**config.mk**
```make
export PLATFORM = sky130hd
export DESIGN_NAME = touch_adc_reader
export DESIGN_NICKNAME = d
export VERILOG_FILES = /design/src/rtl/touch_pkg.sv /design/src/rtl/touch_edge_det.sv /design/src/rtl/touch_adc_reader.sv
export SDC_FILE = /design/constraint.sdc
export NUM_CORES = 1
export LEC_CHECK = 0
export ABC_AREA = 1
export ABC_CLOCK_PERIOD_IN_PS = 2200
export BUFFER_PORTS_ARGS = -buffer_cell sky130_fd_sc_hd__buf_2
export CORE_UTILIZATION = 25
export CTS_CLUSTER_SIZE = 10
export DETAILED_ROUTE_END_ITERATION = 7
export GPL_ROUTABILITY_DRIVEN = 0
export PLACE_DENSITY = 0.43
export SYNTH_ARGS = -nofsm -noshare
export SYNTH_HDL_FRONTEND = slang
export SYNTH_SLANG_ARGS = --single-unit
```
**constraint.sdc**
```tcl
create_clock -name clk -period 2.2 [get_ports clk]
set_clock_uncertainty 0.15 [all_clocks]
set_input_delay 0.44 -clock clk [delete_from_list [all_inputs] [get_ports clk]]
set_output_delay 0.44 -clock clk [all_outputs]
set_load 0.01 [all_outputs]
```
**src/rtl/touch_pkg.sv**
```systemverilog
// Shared state encoding and edge-count constants for the touch ADC reader.
// Build macro TOUCH_AVG_EN selects four conversions per axis instead of one.
package touch_pkg;

  typedef enum logic [1:0] {
    ST_IDLE = 2'd0,
    ST_CONV = 2'd1,
    ST_GAP  = 2'd2
  } state_t;

  localparam logic [4:0] CMD_BITS   = 5'd8;
  localparam logic [4:0] DATA_FIRST = 5'd10;
  localparam logic [4:0] DATA_LAST  = 5'd21;
  localparam logic [4:0] CONV_EDGES = 5'd24;
  localparam int         AVG_SHIFT  = 2;

`ifdef TOUCH_AVG_EN
  localparam logic [3:0] CONV_PER_AXIS = 4'd4;
  localparam logic [3:0] CONV_TOTAL    = 4'd8;
`else
  localparam logic [3:0] CONV_PER_AXIS = 4'd1;
  localparam logic [3:0] CONV_TOTAL    = 4'd2;
`endif

endpackage

```
**src/rtl/touch_edge_det.sv**
```systemverilog
// Registers the divider's serial clock and flags its rising and falling edges
// in the clk domain.
module touch_edge_det (
  input  logic clk,
  input  logic rst,
  input  logic dclk,
  output logic rise,
  output logic fall
);

  logic dclk_q;

  always_ff @(posedge clk) begin
    if (rst) dclk_q <= 1'b0;
    else     dclk_q <= dclk;
  end

  assign rise = dclk & ~dclk_q;
  assign fall = ~dclk & dclk_q;

endmodule

```
**src/rtl/touch_adc_reader.sv**
```systemverilog
// Serial frame engine for an ADS7843-class touch ADC: one X/Y pair per frame.
// Build macro TOUCH_AVG_EN averages four conversions per axis.
module touch_adc_reader #(
  parameter logic [7:0] CMD_X    = 8'hD0,
  parameter logic [7:0] CMD_Y    = 8'h90,
  parameter int         GAP_CLKS = 16
) (
  input  logic        clk,
  input  logic        rst,
  input  logic        start,
  input  logic        TP_DCLK,
  input  logic        TP_DOUT,
  input  logic        TP_PENIRQ,
  output logic        DCLK_en,
  output logic        TP_CS,
  output logic        TP_DIN,
  output logic [11:0] x_pos,
  output logic [11:0] y_pos,
  output logic        touched,
  output logic        valid,
  output logic        busy
);

  import touch_pkg::*;

  localparam int GAP_W = (GAP_CLKS > 1) ? $clog2(GAP_CLKS) : 1;

  logic rise, fall;

  touch_edge_det u_edge (
    .clk  (clk),
    .rst  (rst),
    .dclk (TP_DCLK),
    .rise (rise),
    .fall (fall)
  );

  state_t            state_reg, state_next;
  logic [4:0]        edge_cnt_reg, edge_cnt_next;
  logic [3:0]        conv_cnt_reg, conv_cnt_next;
  logic [7:0]        cmd_reg, cmd_next;
  logic              din_reg, din_next;
  logic              cs_reg, cs_next;
  logic              en_reg, en_next;
  logic [11:0]       data_reg, data_next;
  logic [11:0]       x_tmp_reg, x_tmp_next;
  logic [11:0]       y_tmp_reg, y_tmp_next;
  logic [GAP_W-1:0]  gap_cnt_reg, gap_cnt_next;
  logic [11:0]       x_pos_reg, x_pos_next;
  logic [11:0]       y_pos_reg, y_pos_next;
  logic              touched_reg, touched_next;
  logic              valid_reg, valid_next;
  logic [11:0]       sample;
  logic              axis_y, last_of_axis, next_axis_y;
  logic [3:0]        conv_inc;
`ifdef TOUCH_AVG_EN
  logic [13:0]       acc_reg, acc_next, acc_sum;
`endif

  assign conv_inc     = conv_cnt_reg + 4'd1;
  assign axis_y       = (conv_cnt_reg >= CONV_PER_AXIS);
  assign next_axis_y  = (conv_inc >= CONV_PER_AXIS);
  assign last_of_axis = (conv_inc == CONV_PER_AXIS) || (conv_inc == CONV_TOTAL);

  always_comb begin
    state_next    = state_reg;
    edge_cnt_next = edge_cnt_reg;
    conv_cnt_next = conv_cnt_reg;
    cmd_next      = cmd_reg;
    din_next      = din_reg;
    cs_next       = cs_reg;
    en_next       = en_reg;
    data_next     = data_reg;
    x_tmp_next    = x_tmp_reg;
    y_tmp_next    = y_tmp_reg;
    gap_cnt_next  = gap_cnt_reg;
    x_pos_next    = x_pos_reg;
    y_pos_next    = y_pos_reg;
    touched_next  = touched_reg;
    valid_next    = 1'b0;
`ifdef TOUCH_AVG_EN
    acc_next = acc_reg;
    acc_sum  = (((conv_cnt_reg == 4'd0) || (conv_cnt_reg == CONV_PER_AXIS)) ? 14'd0 : acc_reg)
               + {2'b00, data_reg};
    sample   = acc_sum[13:AVG_SHIFT];
`else
    sample   = data_reg;
`endif

    case (state_reg)
      ST_IDLE: begin
        if (start) begin
          state_next    = ST_CONV;
          cs_next       = 1'b0;
          en_next       = 1'b1;
          cmd_next      = CMD_X;
          din_next      = CMD_X[7];
          edge_cnt_next = 5'd0;
          conv_cnt_next = 4'd0;
        end
      end

      ST_CONV: begin
        if (rise) begin
          edge_cnt_next = edge_cnt_reg + 5'd1;
          if (edge_cnt_reg >= DATA_FIRST - 5'd1 && edge_cnt_reg <= DATA_LAST - 5'd1)
            data_next = {data_reg[10:0], TP_DOUT};
          if (edge_cnt_reg == CONV_EDGES - 5'd1) begin
`ifdef TOUCH_AVG_EN
            acc_next = acc_sum;
`endif
            if (last_of_axis) begin
              if (axis_y) y_tmp_next = sample;
              else        x_tmp_next = sample;
            end
            if (conv_inc == CONV_TOTAL) begin
              state_next   = ST_GAP;
              en_next      = 1'b0;
              cs_next      = 1'b1;
              din_next     = 1'b0;
              gap_cnt_next = '0;
            end else begin
              // Next conversion follows directly on the running serial clock.
              conv_cnt_next = conv_inc;
              edge_cnt_next = 5'd0;
              cmd_next      = next_axis_y ? CMD_Y : CMD_X;
              din_next      = next_axis_y ? CMD_Y[7] : CMD_X[7];
            end
          end
        end else if (fall) begin
          // A fall before the first rise of a conversion must not advance the command.
          if (edge_cnt_reg >= 5'd1 && edge_cnt_reg < CMD_BITS) begin
            cmd_next = {cmd_reg[6:0], cmd_reg[7]};
            din_next = cmd_reg[6];
          end else if (edge_cnt_reg >= CMD_BITS) begin
            din_next = 1'b0;
          end
        end
      end

      ST_GAP: begin
        gap_cnt_next = gap_cnt_reg + 1'b1;
        if (gap_cnt_reg == GAP_W'(GAP_CLKS - 1)) begin
          state_next   = ST_IDLE;
          x_pos_next   = x_tmp_reg;
          y_pos_next   = y_tmp_reg;
          touched_next = ~TP_PENIRQ;
          valid_next   = 1'b1;
        end
      end

      default: state_next = ST_IDLE;
    endcase
  end

  always_ff @(posedge clk) begin
    if (rst) begin
      state_reg    <= ST_IDLE;
      edge_cnt_reg <= 5'd0;
      conv_cnt_reg <= 4'd0;
      cmd_reg      <= 8'd0;
      din_reg      <= 1'b0;
      cs_reg       <= 1'b1;
      en_reg       <= 1'b0;
      data_reg     <= 12'd0;
      x_tmp_reg    <= 12'd0;
      y_tmp_reg    <= 12'd0;
      gap_cnt_reg  <= '0;
      x_pos_reg    <= 12'd0;
      y_pos_reg    <= 12'd0;
      touched_reg  <= 1'b0;
      valid_reg    <= 1'b0;
`ifdef TOUCH_AVG_EN
      acc_reg      <= 14'd0;
`endif
    end else begin
      state_reg    <= state_next;
      edge_cnt_reg <= edge_cnt_next;
      conv_cnt_reg <= conv_cnt_next;
      cmd_reg      <= cmd_next;
      din_reg      <= din_next;
      cs_reg       <= cs_next;
      en_reg       <= en_next;
      data_reg     <= data_next;
      x_tmp_reg    <= x_tmp_next;
      y_tmp_reg    <= y_tmp_next;
      gap_cnt_reg  <= gap_cnt_next;
      x_pos_reg    <= x_pos_next;
      y_pos_reg    <= y_pos_next;
      touched_reg  <= touched_next;
      valid_reg    <= valid_next;
`ifdef TOUCH_AVG_EN
      acc_reg      <= acc_next;
`endif
    end
  end

  assign DCLK_en = en_reg;
  assign TP_CS   = cs_reg;
  assign TP_DIN  = din_reg;
  assign x_pos   = x_pos_reg;
  assign y_pos   = y_pos_reg;
  assign touched = touched_reg;
  assign valid   = valid_reg;
  assign busy    = (state_reg != ST_IDLE);

endmodule

```
==> metrics.log, run 1 <==
INFO  metric fin_tns_setup = 0 ns
INFO  metric timing.critical_path.to_type = flip-flop
INFO  metric yosysTopAreaCell = dfxtp_1
INFO  metric synth_top_family_by_area = simple AND/OR/NAND/NOR gates
INFO  metric vias_per_cell = 4.348
INFO  metric maxSlewViolCount = 0
INFO  metric design.core.area = roughly 15000 um2
INFO  metric post_route_cells_drive_above_1_share = 13.13%
INFO  metric initial_cell_density_of_the_core = approximately a quarter
INFO  metric number_of_antenna_cells_inserted = 0
INFO  metric grt_pass1_wl = around 15000 um
INFO  metric via_count_of_the_routed_design = 3283
INFO  metric rsz0062_at_grt = false
INFO  metric yosysTopAreaCellShare = a little under half
INFO  metric finalCritPeriodShare = about nine tenths
INFO  metric crit_end = x_tmp_reg[1]$_SDFFE_PP0P_
INFO  metric cts_tree = yes
INFO  metric ys.warnings.count = 0
INFO  metric worst-slew-pin-transition = around 0.37 ns
INFO  metric critical_path_class = flip-flop to flip-flop
INFO  metric fin_crit = slightly below 2 ns
INFO  metric worstPathMaxFanout = 24
INFO  metric hold-worst-slack = 0.1203 ns
INFO  metric postSynthAreaPerCell = 7.140 um2
INFO  metric cts_made_buffers = 9
INFO  metric reg2regPathDepth = 9
INFO  metric r2r_setup_slack = about 0.25 ns
INFO  metric die_width = between 100 and 150 um
INFO  metric grt.busiest_layer = met2
INFO  metric yosys.cell_types.count = 29
INFO  metric grtUsageMet1 = 16.33%
INFO  metric arrival = about 2.0 ns
INFO  metric synthTopCellsByArea = dfxtp_1 47%, nor2_1 11%, nand2_1 10%
INFO  metric portBuffers = 35
INFO  metric power.density = around 800 nW/um2
INFO  metric grt_start_max_net_pins = roughly 50
INFO  metric fmax = about 0.51 GHz
INFO  metric vdd.ir_drop.worst = between 0.0003 and 0.0004 V
INFO  metric detailedPlacementHpwl = roughly 6000 um
INFO  metric detail_route.first_pass.iterations = 8
INFO  metric clk_path_buf_depth = 2
INFO  metric synth_sequential_area_ratio = 46.90%
INFO  metric hold_path.class = primary input to flip-flop
INFO  metric netlist_instances = roughly 530
INFO  metric grt_pass1_vias = 3101
INFO  metric post_synth_adder_cell_area = between 3 and 4%
INFO  metric cap_viol_max_count = 0
INFO  metric synth-seq-cells = 89
INFO  metric number_of_cells_in_the_finished_layout_apart_from_fillers = 755
INFO  metric floorplan.io_pins = 36
INFO  metric failing_checks = DRC
INFO  metric number_of_antenna_violations_at_the_first_check_in_global_routing = 0
INFO  metric power_leakage = 2.193 nW
INFO  metric cp-startpoint = edge_cnt_reg[0]$_SDFFE_PP0P_
INFO  metric gr-usage-met3 = ~2.9%
INFO  metric worstReg2RegEnd = x_tmp_reg[1]$_SDFFE_PP0P_
INFO  metric finish.net_count = around 600
INFO  metric critical_path.reg2reg.startpoint = edge_cnt_reg[0]$_SDFFE_PP0P_
INFO  metric drt_drc_violations_left = 4
INFO  metric timing.final.hold_violations = 0
INFO  metric place_area = between 4000 and 5000 um2
INFO  metric overflow = 0
INFO  metric cts_sinks = 89
INFO  metric startpoint_type = flip-flop
INFO  metric report.final.setup_viol = 0
INFO  metric routed_wirelength = approximately 8700 um
INFO  metric synth_compound_gate_area_share = 11.36%
INFO  metric synth_simple_gate_area_share = 29.35%
INFO  metric routed_wire_length_per_instance = approximately 12 um
INFO  metric buffer_cell_driving_the_clock_tree_root = clkbuf_16
INFO  metric synth_xor_xnor_area_share = less than 1%
INFO  metric outcome = complete, but fails checks
INFO  metric overall_die_height = between 100 and 150 um
INFO  metric drt.antenna.violating_nets = 0
INFO  metric row_count = 44
INFO  metric final_cell_area = between 4000 and 5000 um2
INFO  metric place_inst = 740
INFO  metric post_cts_resize_count = 0
INFO  metric flow.area_growth_from_synthesis = 19.20%
INFO  metric postCtsSetupRepairBufs = 0
INFO  metric globalRouteMet2Util = roughly 17%
INFO  metric clock_insertion_delay_worst_skew = approximately 0.34 ns
INFO  metric hold_start = TP_PENIRQ
INFO  metric synthMuxAreaShare = 0%
INFO  metric timing.max_slew.rel_slack = between 70 and 80%
INFO  metric worstPathRequired = roughly 2.3 ns
INFO  metric cts.clk_slew.worst_paths = around 0.06 ns
INFO  metric syn_area = roughly 3800 um2
INFO  metric synth_nets = around 550
INFO  metric grtUsageTotal = a little under an eighth
INFO  metric dr.first_iter.drc_count = 187
INFO  metric ctsHoldBuffers = 0
INFO  metric cts_max_level = 3
INFO  metric die_area = approximately 16000 um2
-- how the worst min path moves through the flow --
stage / endpoint / slack [ns] / cells past startpoint
3_3_place_gp: TP_CS$_SDFFE_PP1P_ / 0.29 / 2
5_1_grt: touched$_SDFFE_PP0P_ / 0.11 / 2
2_1_floorplan: x_pos[0]$_SDFFE_PP0P_ / 0.28 / 2
3_5_place_dp: TP_CS$_SDFFE_PP1P_ / 0.30 / 2
6_report: touched$_SDFFE_PP0P_ / 0.12 / 2
4_1_cts: touched$_SDFFE_PP0P_ / 0.10 / 2
-- Yosys cell counts --
library cell,number
nor2_1,110
nand2_1,105
dfxtp_1,89
inv_1,60
o21ai_0,43
a21oi_1,39
nand3_1,23
clkbuf_1,13
ha_1,10
nand4_1,8
buf_2,4
nand2_2,3
nor2_2,3
nor2_4,3
nor3_1,3
buf_6,2
inv_2,2
a211oi_1,1
a31oi_1,1
and2_1,1
buf_1,1
nand3_2,1
nand3b_2,1
nand4_2,1
nor3_2,1
o211ai_1,1
or2_2,1
xnor2_1,1
xor2_1,1
-- through the flow --
| step | power [mW] | setup WS, ns | utilization (%) |
|---|---|---|---|
| floorplan | 1.995 | 0.4048 | - |
| global placement | 2.106 | 0.1966 | 28.79 |
| detailed placement | 2.107 | 0.1480 | 28.79 |
| CTS | 3.673 | 0.2352 | 30.81 |
| global route | 3.807 | 0.01111 | 30.81 |
| finish | 3.611 | 0.2483 | 30.81 |
-- area by class of cell --
cell class | count | area [um2]
fillers | 1614 | 10170
flip-flops and latches | 89 | 1782
multi-input cells | 361 | 1694
repair buffers | 44 | 292.8
clock buffers | 11 | 242.7
inverters | 62 | 232.7
well taps | 184 | 230.2
clock inverters | 4 | 53.80
-- critical path, stage by stage (launching register included) --
cell	delay [ns]
dfxtp_1	0.39
ha_1	0.19
nand2_1	0.08
nor2_1	0.17
inv_1	0.11
nor3_2	0.24
nand3_2	0.09
buf_4	0.23
nor2_1	0.15
nor2_1	0.06
-- where the power goes --
group	switching, mW	internal [mW]	leakage, nW
logic	0.240	0.132	1.33
registers	0.0389	1.66	0.720
clock network	0.635	0.907	0.138
total	0.914	2.70	2.19
-- logic make-up after synthesis --
kind of cell             Yosys count
buffers and inverters             82
adder cells (fa/ha/maj)           10
AO/OA/AOI/OAI                     85
flip-flops                        89
XOR/XNOR                           2
AND/OR/NAND/NOR                  264
-- cell usage in the layout, fill, tap and decap left out, drive strengths merged --
cell        n
a21oi      39
ha         10
bufinv      1
nor2      116
nor3        4
xor2        1
clkinv      1
clkbuf     11
or2         1
nand4       9
buf        44
a31oi       1
inv        62
a211oi      1
o211ai      1
clkinvlp    2
nand2     108
o21ai      43
nand3      24
dfxtp      89
and2        1
nand3b      1
xnor2       1
-- metal layers --
metal  up-vias  wire length [um]
met1      1474              4662
met4         0               191
met2        52              3531
li1       1742                 -
met5         -                 0
met3        15               305
Note: power is estimated with default switching activity, not from simulation.
==> run 2: changes to the inputs <==
Settings changed: CORE_ASPECT_RATIO set to 1.75.
==> run 2 against run 1 <==
The run now ends clean. Critical path depth rose by 1. Fmax barely moved. Sequential power barely moved. Cell count did not move. Worst setup slack got worse by 0.0014 ns. Combinational power rose by 2%. Flip-flop and latch count did not move. Largest cell class unchanged. Highest routed layer unchanged.
==> metrics.log, run 2 (synthesis gave the netlist of run 1 again) <==
INFO  metric crit_end = cmd_reg[6]$_SDFFE_PP0P_
INFO  metric cts.clk_slew.worst_paths = 0.06 ns (about the same)
INFO  metric cts_made_buffers = 9 (unchanged)
INFO  metric overall_die_height = 165.1 um (+32%)
INFO  metric finalPower = 3.632 mW (+0.56%)
INFO  metric overflow = 0 (unchanged)
INFO  metric cp-startpoint = edge_cnt_reg[1]$_SDFFE_PP0P_
INFO  metric number_of_antenna_cells_inserted = 0 (unchanged)
INFO  metric r2r_setup_slack = 0.25 ns (about the same)
INFO  metric crit_path_cell_chain = ha_1 > nand2_1 > nor2_1 > inv_1 > nand2_1 > nand2_1 > nor2_4 > nand2_2 > nor2_1 > nor2_1
INFO  metric routed_wirelength = 9468 um (+8.9%)
INFO  metric multiInputGateArea = 1699 um2 (+0.30%)
INFO  metric critical_path.reg2reg.startpoint = edge_cnt_reg[1]$_SDFFE_PP0P_
INFO  metric finalWorstSetupSlack = 0.2469 ns (-0.001367 ns)
INFO  metric switching_power = 958.2 uW (+4.8%)
INFO  metric power_report.internal_total = 2.674 mW (-0.88%)
INFO  metric post_route_cells_drive_above_1_share = 13.81% (+0.68 points)
INFO  metric hold_path.class = primary input to flip-flop
INFO  metric hold-worst-slack = 0.1185 ns (-0.001724 ns)
INFO  metric worstPathRequired = 2.28 ns (about the same)
INFO  metric clock_insertion_delay_worst_skew = 0.34 ns (about the same)
INFO  metric fin_tns_setup = 0 ns (unchanged)
INFO  metric seq_power_share = 46.7% (-0.3 points)
INFO  metric preCtsSetupSlack = 0.1106 ns (-0.03741 ns)
INFO  metric detail_route.first_pass.iterations = 6 (-2)
INFO  metric finish.net_count = 584 (+0.17%)
INFO  metric worstPathMaxFanout = 10 (-58%)
INFO  metric final_util = 30.41% (-0.40 points)
INFO  metric finalCritPeriodShare = 88.78% (about the same)
INFO  metric floorplan.io_pins = 36 (unchanged)
INFO  metric via_count_of_the_routed_design = 3340 (+1.7%)
INFO  metric vdd.ir_drop.worst = 0.0003085 V (-13%)
INFO  metric row_count = 59 (+34%)
INFO  metric worstReg2RegEnd = cmd_reg[6]$_SDFFE_PP0P_
INFO  metric outcome = finished, final reports clean
INFO  metric buffer_cell_driving_the_clock_tree_root = clkbuf_16
INFO  metric worst-slew-pin-transition = 0.3961 ns (+0.02441 ns)
INFO  metric portBuffers = 35 (unchanged)
INFO  metric largest_stage_delay_worst_path = 0.38 ns (about the same)
INFO  metric power_leakage = 2.195 nW (about the same)
INFO  metric clock_power_share = 42.8% (about the same)
INFO  metric startpoint_type = flip-flop
INFO  metric drt_drc_violations_left = 0 (-4)
INFO  metric power.density = 804.9 nW/um2 (+0.93%)
INFO  metric cts_sinks = 89 (unchanged)
INFO  metric fmax = 0.5120 GHz (about the same)
INFO  metric drt.antenna.violating_nets = 0 (unchanged)
INFO  metric clk_path_buf_depth = 2 (unchanged)
INFO  metric fin_crit = 1.953 ns (+0.001367 ns)
INFO  metric critical_path_class = flip-flop to flip-flop
INFO  metric initial_cell_density_of_the_core = 25.60% (-0.24 points)
INFO  metric design.core.area = 14840 um2 (+0.94%)
INFO  metric postCtsSetupRepairBufs = 0 (unchanged)
INFO  metric report.final.setup_viol = 0 (unchanged)
INFO  metric maxSlewViolCount = 0 (unchanged)
INFO  metric die_area = 15710 um2 (+0.12%)
INFO  metric grt_start_max_net_pins = 51 (unchanged)
INFO  metric grt_pass1_wl = 15100 um (+1.8%)
INFO  metric cts_max_level = 3 (unchanged)
INFO  metric final-seq-area = 1783 um2 (about the same)
INFO  metric flow.area_growth_from_synthesis = 18.77%
INFO  metric cap_viol_max_count = 0 (unchanged)
INFO  metric grtUsageTotal = 12.63% (+0.84 points)
INFO  metric dr.first_iter.drc_count = 122 (-35%)
INFO  metric vias_per_cell = 4.424 (+1.7%)
INFO  metric routed_wire_length_per_instance = 12.54 um (+8.9%)
INFO  metric filler_cell_count = 1608 (-0.37%)
INFO  metric rsz0062_at_grt = false
INFO  metric p_sw_share = 26.38% (+1.1 points)
INFO  metric slowest_stage = dfxtp_1
INFO  metric grt_pass1_vias = 3089 (-0.39%)
INFO  metric detailedPlacementHpwl = 6708 um (+12%)
INFO  metric post_cts_resize_count = 0 (unchanged)
INFO  metric reg2regPathDepth = 10 (+1)
INFO  metric arrival = 2.03 ns (about the same)
INFO  metric layout.cells.most_common_list = 110 x nor2_1, 105 x nand2_1, 88 x dfxtp_1
INFO  metric timing.final.hold_violations = 0 (unchanged)
INFO  metric timing.critical_path.to_type = flip-flop
INFO  metric layout_commonest_cell = nor2_1
INFO  metric die_width = 95.18 um (-24%)
INFO  metric timing.max_slew.rel_slack = 73.56% (-1.6 points)
INFO  metric ctsHoldBuffers = 0 (unchanged)
INFO  metric cts_tree = yes
INFO  metric comb_power_share = 10.4% (about the same)
INFO  metric number_of_antenna_violations_at_the_first_check_in_global_routing = 0 (unchanged)
==> run 2: cell types whose count changed in the layout (fill, tap and decap cells not counted), sizes merged <==
cell      previous run  this run
clkbuf              11         9
inv                 62        64
clkinvlp             2         1
clkinv               1         2
buf                 44        45
==> run 2: layer usage <==
| metal | wire length, um | up-vias | share of wire [%] | global-route usage [%] |
|---|---|---|---|---|
| li1 | - | 1739 | - | - |
| met1 | 3902 | 1542 | 41 | 13.68 |
| met2 | 5158 | 49 | 54 | 23.25 |
| met3 | 243 | 10 | 2.6 | 2.060 |
| met4 | 163 | 0 | 1.7 | 5.923 |
| met5 | 0 | - | 0 | 0 |
==> run 2: critical path: cells and delay by family, from the launching register on <==
| family | cells | cell delay [ns] |
|---|---|---|
| flops | 1 | 0.38 |
| fa+ha+maj | 1 | 0.19 |
| simple gates | 8 | 1.00 |
| buf+inv | 1 | 0.11 |
==> run 2: power by group through the flow <==
stage / Sequential, mW / Clock [mW] / Combinational [mW]
finish: 1.70 / 1.56 / 0.379
global route: 1.70 / 1.68 / 0.436
CTS: 1.70 / 1.61 / 0.382
detailed placement: 1.73 / 0 / 0.379
global placement: 1.73 / 0 / 0.374
floorplan: 1.73 / 0 / 0.269
==> run 2: through the flow <==
step	cells	cell area, um2
final	755	4512
after global routing	755	4512
after CTS	755	4506
after detailed placement	740	4213
after global placement	740	4213
after floorplan	532	3799
==> run 2: worst min-delay path by stage <==
stage	from	endpoint	slack (ns)	depth (start not counted)
2_1_floorplan	x_tmp_reg[0]$_SDFFE_PP0P_	x_pos[0]$_SDFFE_PP0P_	0.28	2
3_3_place_gp	y_tmp_reg[11]$_SDFFE_PP0P_	y_pos[11]$_SDFFE_PP0P_	0.29	2
3_5_place_dp	y_tmp_reg[9]$_SDFFE_PP0P_	y_pos[9]$_SDFFE_PP0P_	0.29	2
4_1_cts	TP_PENIRQ	touched$_SDFFE_PP0P_	0.11	2
5_1_grt	TP_PENIRQ	touched$_SDFFE_PP0P_	0.12	2
6_report	TP_PENIRQ	touched$_SDFFE_PP0P_	0.12	2
==> run 2: final cells by class <==
cell class | count | share of cell area, %
inverter | 62 | 5.158
clock buffer | 9 | 4.992
multi-input combinational | 361 | 37.66
clock inverter | 6 | 1.498
tap | 183 | 5.075
timing repair buffer | 45 | 6.101
sequential | 89 | 39.52
==> run 3: changes to the inputs <==
Settings changed: BUFFER_PORTS_ARGS -buffer_cell sky130_fd_sc_hd__buf_2 to -buffer_cell sky130_fd_sc_hd__buf_4.
==> run 3 against run 2 <==
Hold slack better by 0.0053 ns. Combinational power up 3%. Critical path depth down 2. Largest power group unchanged. Cell count up 0.13%. First-iteration DRC count down 12%. Clock-buffer cell count unchanged. Largest cell class unchanged. Total power down 1.5%. Die area unchanged. Register-to-register slack about the same.
==> metrics.log, run 3 (synthesis gave the netlist of run 1 again) <==
INFO  metric grtUsageTotal = 13.11% (+0.49 points)
INFO  metric post_cts_resize_count = 0 (unchanged)
INFO  metric grt_pass1_wl = 15860 um (+5.0%)
INFO  metric via_count_of_the_routed_design = 3303 (-1.1%)
INFO  metric ctsHoldBuffers = 0 (unchanged)
INFO  metric power_leakage = 2.192 nW (-0.13%)
INFO  metric hold-path-cell-count = 2 (unchanged)
INFO  metric finalCritPeriodShare = 88.83% (about the same)
INFO  metric worst-slew-pin-transition = 0.3753 ns (-0.02085 ns)
INFO  metric layout.cells.most_common_list = 110 x nor2_1, 105 x nand2_1, 89 x dfxtp_1
INFO  metric timing.critical_path.to_type = flip-flop
INFO  metric post_route_cells_drive_above_1_share = 13.61% (-0.20 points)
INFO  metric design.core.area = 14840 um2 (unchanged)
INFO  metric cts.clk_slew.worst_paths = 0.07 ns (about the same)
INFO  metric routed_wirelength = 9415 um (-0.56%)
INFO  metric cts_tree = yes
INFO  metric hold-worst-slack = 0.1238 ns (+0.005251 ns)
INFO  metric finish.net_count = 584 (unchanged)
INFO  metric critical_path.reg2reg.startpoint = conv_cnt_reg[0]$_SDFFE_PP0P_
INFO  metric cap_viol_max_count = 0 (unchanged)
INFO  metric hold_path.class = primary input to flip-flop
INFO  metric routed_wire_length_per_instance = 12.45 um (-0.69%)
INFO  metric vdd.ir_drop.worst = 0.0003506 V (+14%)
INFO  metric initial_cell_density_of_the_core = 25.60% (unchanged)
INFO  metric overall_die_height = 165.1 um (unchanged)
INFO  metric place_area = 4300 um2 (+2.1%)
INFO  metric floorplan.io_pins = 36 (unchanged)
INFO  metric layout_commonest_cell = nor2_1
INFO  metric fmax = 0.5117 GHz (about the same)
INFO  metric reg2regPathDepth = 8 (-2)
INFO  metric drt_drc_violations_left = 0 (unchanged)
INFO  metric fin_tns_setup = 0 ns (unchanged)
INFO  metric dr.first_iter.drc_count = 107 (-12%)
INFO  metric detail_route.first_pass.iterations = 4 (-2)
INFO  metric clk_path_buf_depth = 2 (unchanged)
INFO  metric fin_crit = 1.954 ns (+0.001219 ns)
INFO  metric cts_sinks = 89 (unchanged)
INFO  metric die_area = 15710 um2 (unchanged)
INFO  metric grt_pass1_vias = 3324 (+7.6%)
INFO  metric place_inst = 740 (unchanged)
INFO  metric cts_max_level = 3 (unchanged)
INFO  metric worstPathMaxFanout = 10 (unchanged)
INFO  metric flow.area_growth_from_synthesis = 20.75%
INFO  metric report.final.setup_viol = 0 (unchanged)
INFO  metric number_of_antenna_violations_at_the_first_check_in_global_routing = 0 (unchanged)
INFO  metric detailedPlacementHpwl = 6616 um (-1.4%)
INFO  metric finalPower = 3.578 mW (-1.5%)
INFO  metric number_of_cells_in_the_finished_layout_apart_from_fillers = 756 (+0.13%)
INFO  metric grt_start_max_net_pins = 79 (+55%)
INFO  metric power.density = 780.1 nW/um2 (-3.1%)
INFO  metric r2r_setup_slack = 0.25 ns (about the same)
INFO  metric overflow = 0 (unchanged)
INFO  metric postCtsSetupRepairBufs = 0 (unchanged)
INFO  metric number_of_antenna_cells_inserted = 0 (unchanged)
INFO  metric die_width = 95.18 um (unchanged)
INFO  metric cts_made_buffers = 9 (unchanged)
INFO  metric critical_path_class = flip-flop to flip-flop
INFO  metric drt.antenna.violating_nets = 0 (unchanged)
INFO  metric vias_per_cell = 4.369 (-1.2%)
INFO  metric rsz0062_at_grt = false
INFO  metric timing.final.hold_violations = 0 (unchanged)
INFO  metric worstPathRequired = 2.28 ns (about the same)
INFO  metric outcome = finished, final reports clean
INFO  metric worstReg2RegEnd = cmd_reg[5]$_SDFFE_PP0P_
INFO  metric portBuffers = 35 (unchanged)
INFO  metric hold_start = TP_PENIRQ
INFO  metric timing.max_slew.rel_slack = 74.95% (+1.4 points)
INFO  metric row_count = 59 (unchanged)
INFO  metric clock_insertion_delay_worst_skew = 0.34 ns (about the same)
INFO  metric maxSlewViolCount = 0 (unchanged)
INFO  metric arrival = 2.04 ns (about the same)
INFO  metric buffer_cell_driving_the_clock_tree_root = clkbuf_16
INFO  metric final_cell_area = 4587 um2 (+1.7%)
INFO  metric worstHoldEndpoint = touched$_SDFFE_PP0P_
INFO  metric startpoint_type = flip-flop
## run 3: final cells by class
type / count / area, um2
fill: 1623 / 10250
timing repair buffer: 45 / 362.8
tap: 183 / 229.0
clock buffer: 9 / 225.2
multi-input combinational: 361 / 1694
sequential: 89 / 1782
clock inverter: 7 / 61.31
inverter: 62 / 232.7
## run 3: where the power goes
part / internal [mW] / switching [mW]
sequential: 1.66 / 0.0403
clock: 0.790 / 0.699
combinational: 0.144 / 0.248
## run 3: critical path, stage by stage (launching register included)
cell and delay (ns):
dfxtp_1 0.47, ha_1 0.21, xnor2_1 0.14, buf_4 0.17
nand4_2 0.25, nand2_2 0.26, nand2_1 0.08, nand2_1 0.07
nor2_1 0.05
## run 3: how the worst max path moves through the flow
stage | start | endpoint | depth (start not counted)
after global placement | TP_DCLK | cmd_reg[6]$_SDFFE_PP0P_ | 10
after floorplan | conv_cnt_reg[0]$_SDFFE_PP0P_ | y_tmp_reg[10]$_SDFFE_PP0P_ | 8
after detailed placement | TP_DCLK | cmd_reg[5]$_SDFFE_PP0P_ | 10
after CTS | conv_cnt_reg[0]$_SDFFE_PP0P_ | cmd_reg[5]$_SDFFE_PP0P_ | 8
after global routing | edge_cnt_reg[0]$_SDFFE_PP0P_ | cmd_reg[6]$_SDFFE_PP0P_ | 11
final | conv_cnt_reg[0]$_SDFFE_PP0P_ | cmd_reg[5]$_SDFFE_PP0P_ | 8
## run 3: per-layer routing
metal  up-vias  track usage, %  part of all wire, %
li1       1738               -                    -
met2        32           24.58                   55
met5         -               0                    0
met3        12           2.244                  1.8
met4         0           5.579                  2.1
met1      1521           14.00                   42
## run 3: per-stage QoR
step / util [%] / setup slack, ns
after floorplan: - / 0.4048
after global placement: 28.98 / 0.1827
after detailed placement: 28.98 / 0.1137
after CTS: 30.91 / 0.2264
after global routing: 30.91 / 0.02049
final: 30.91 / 0.2457
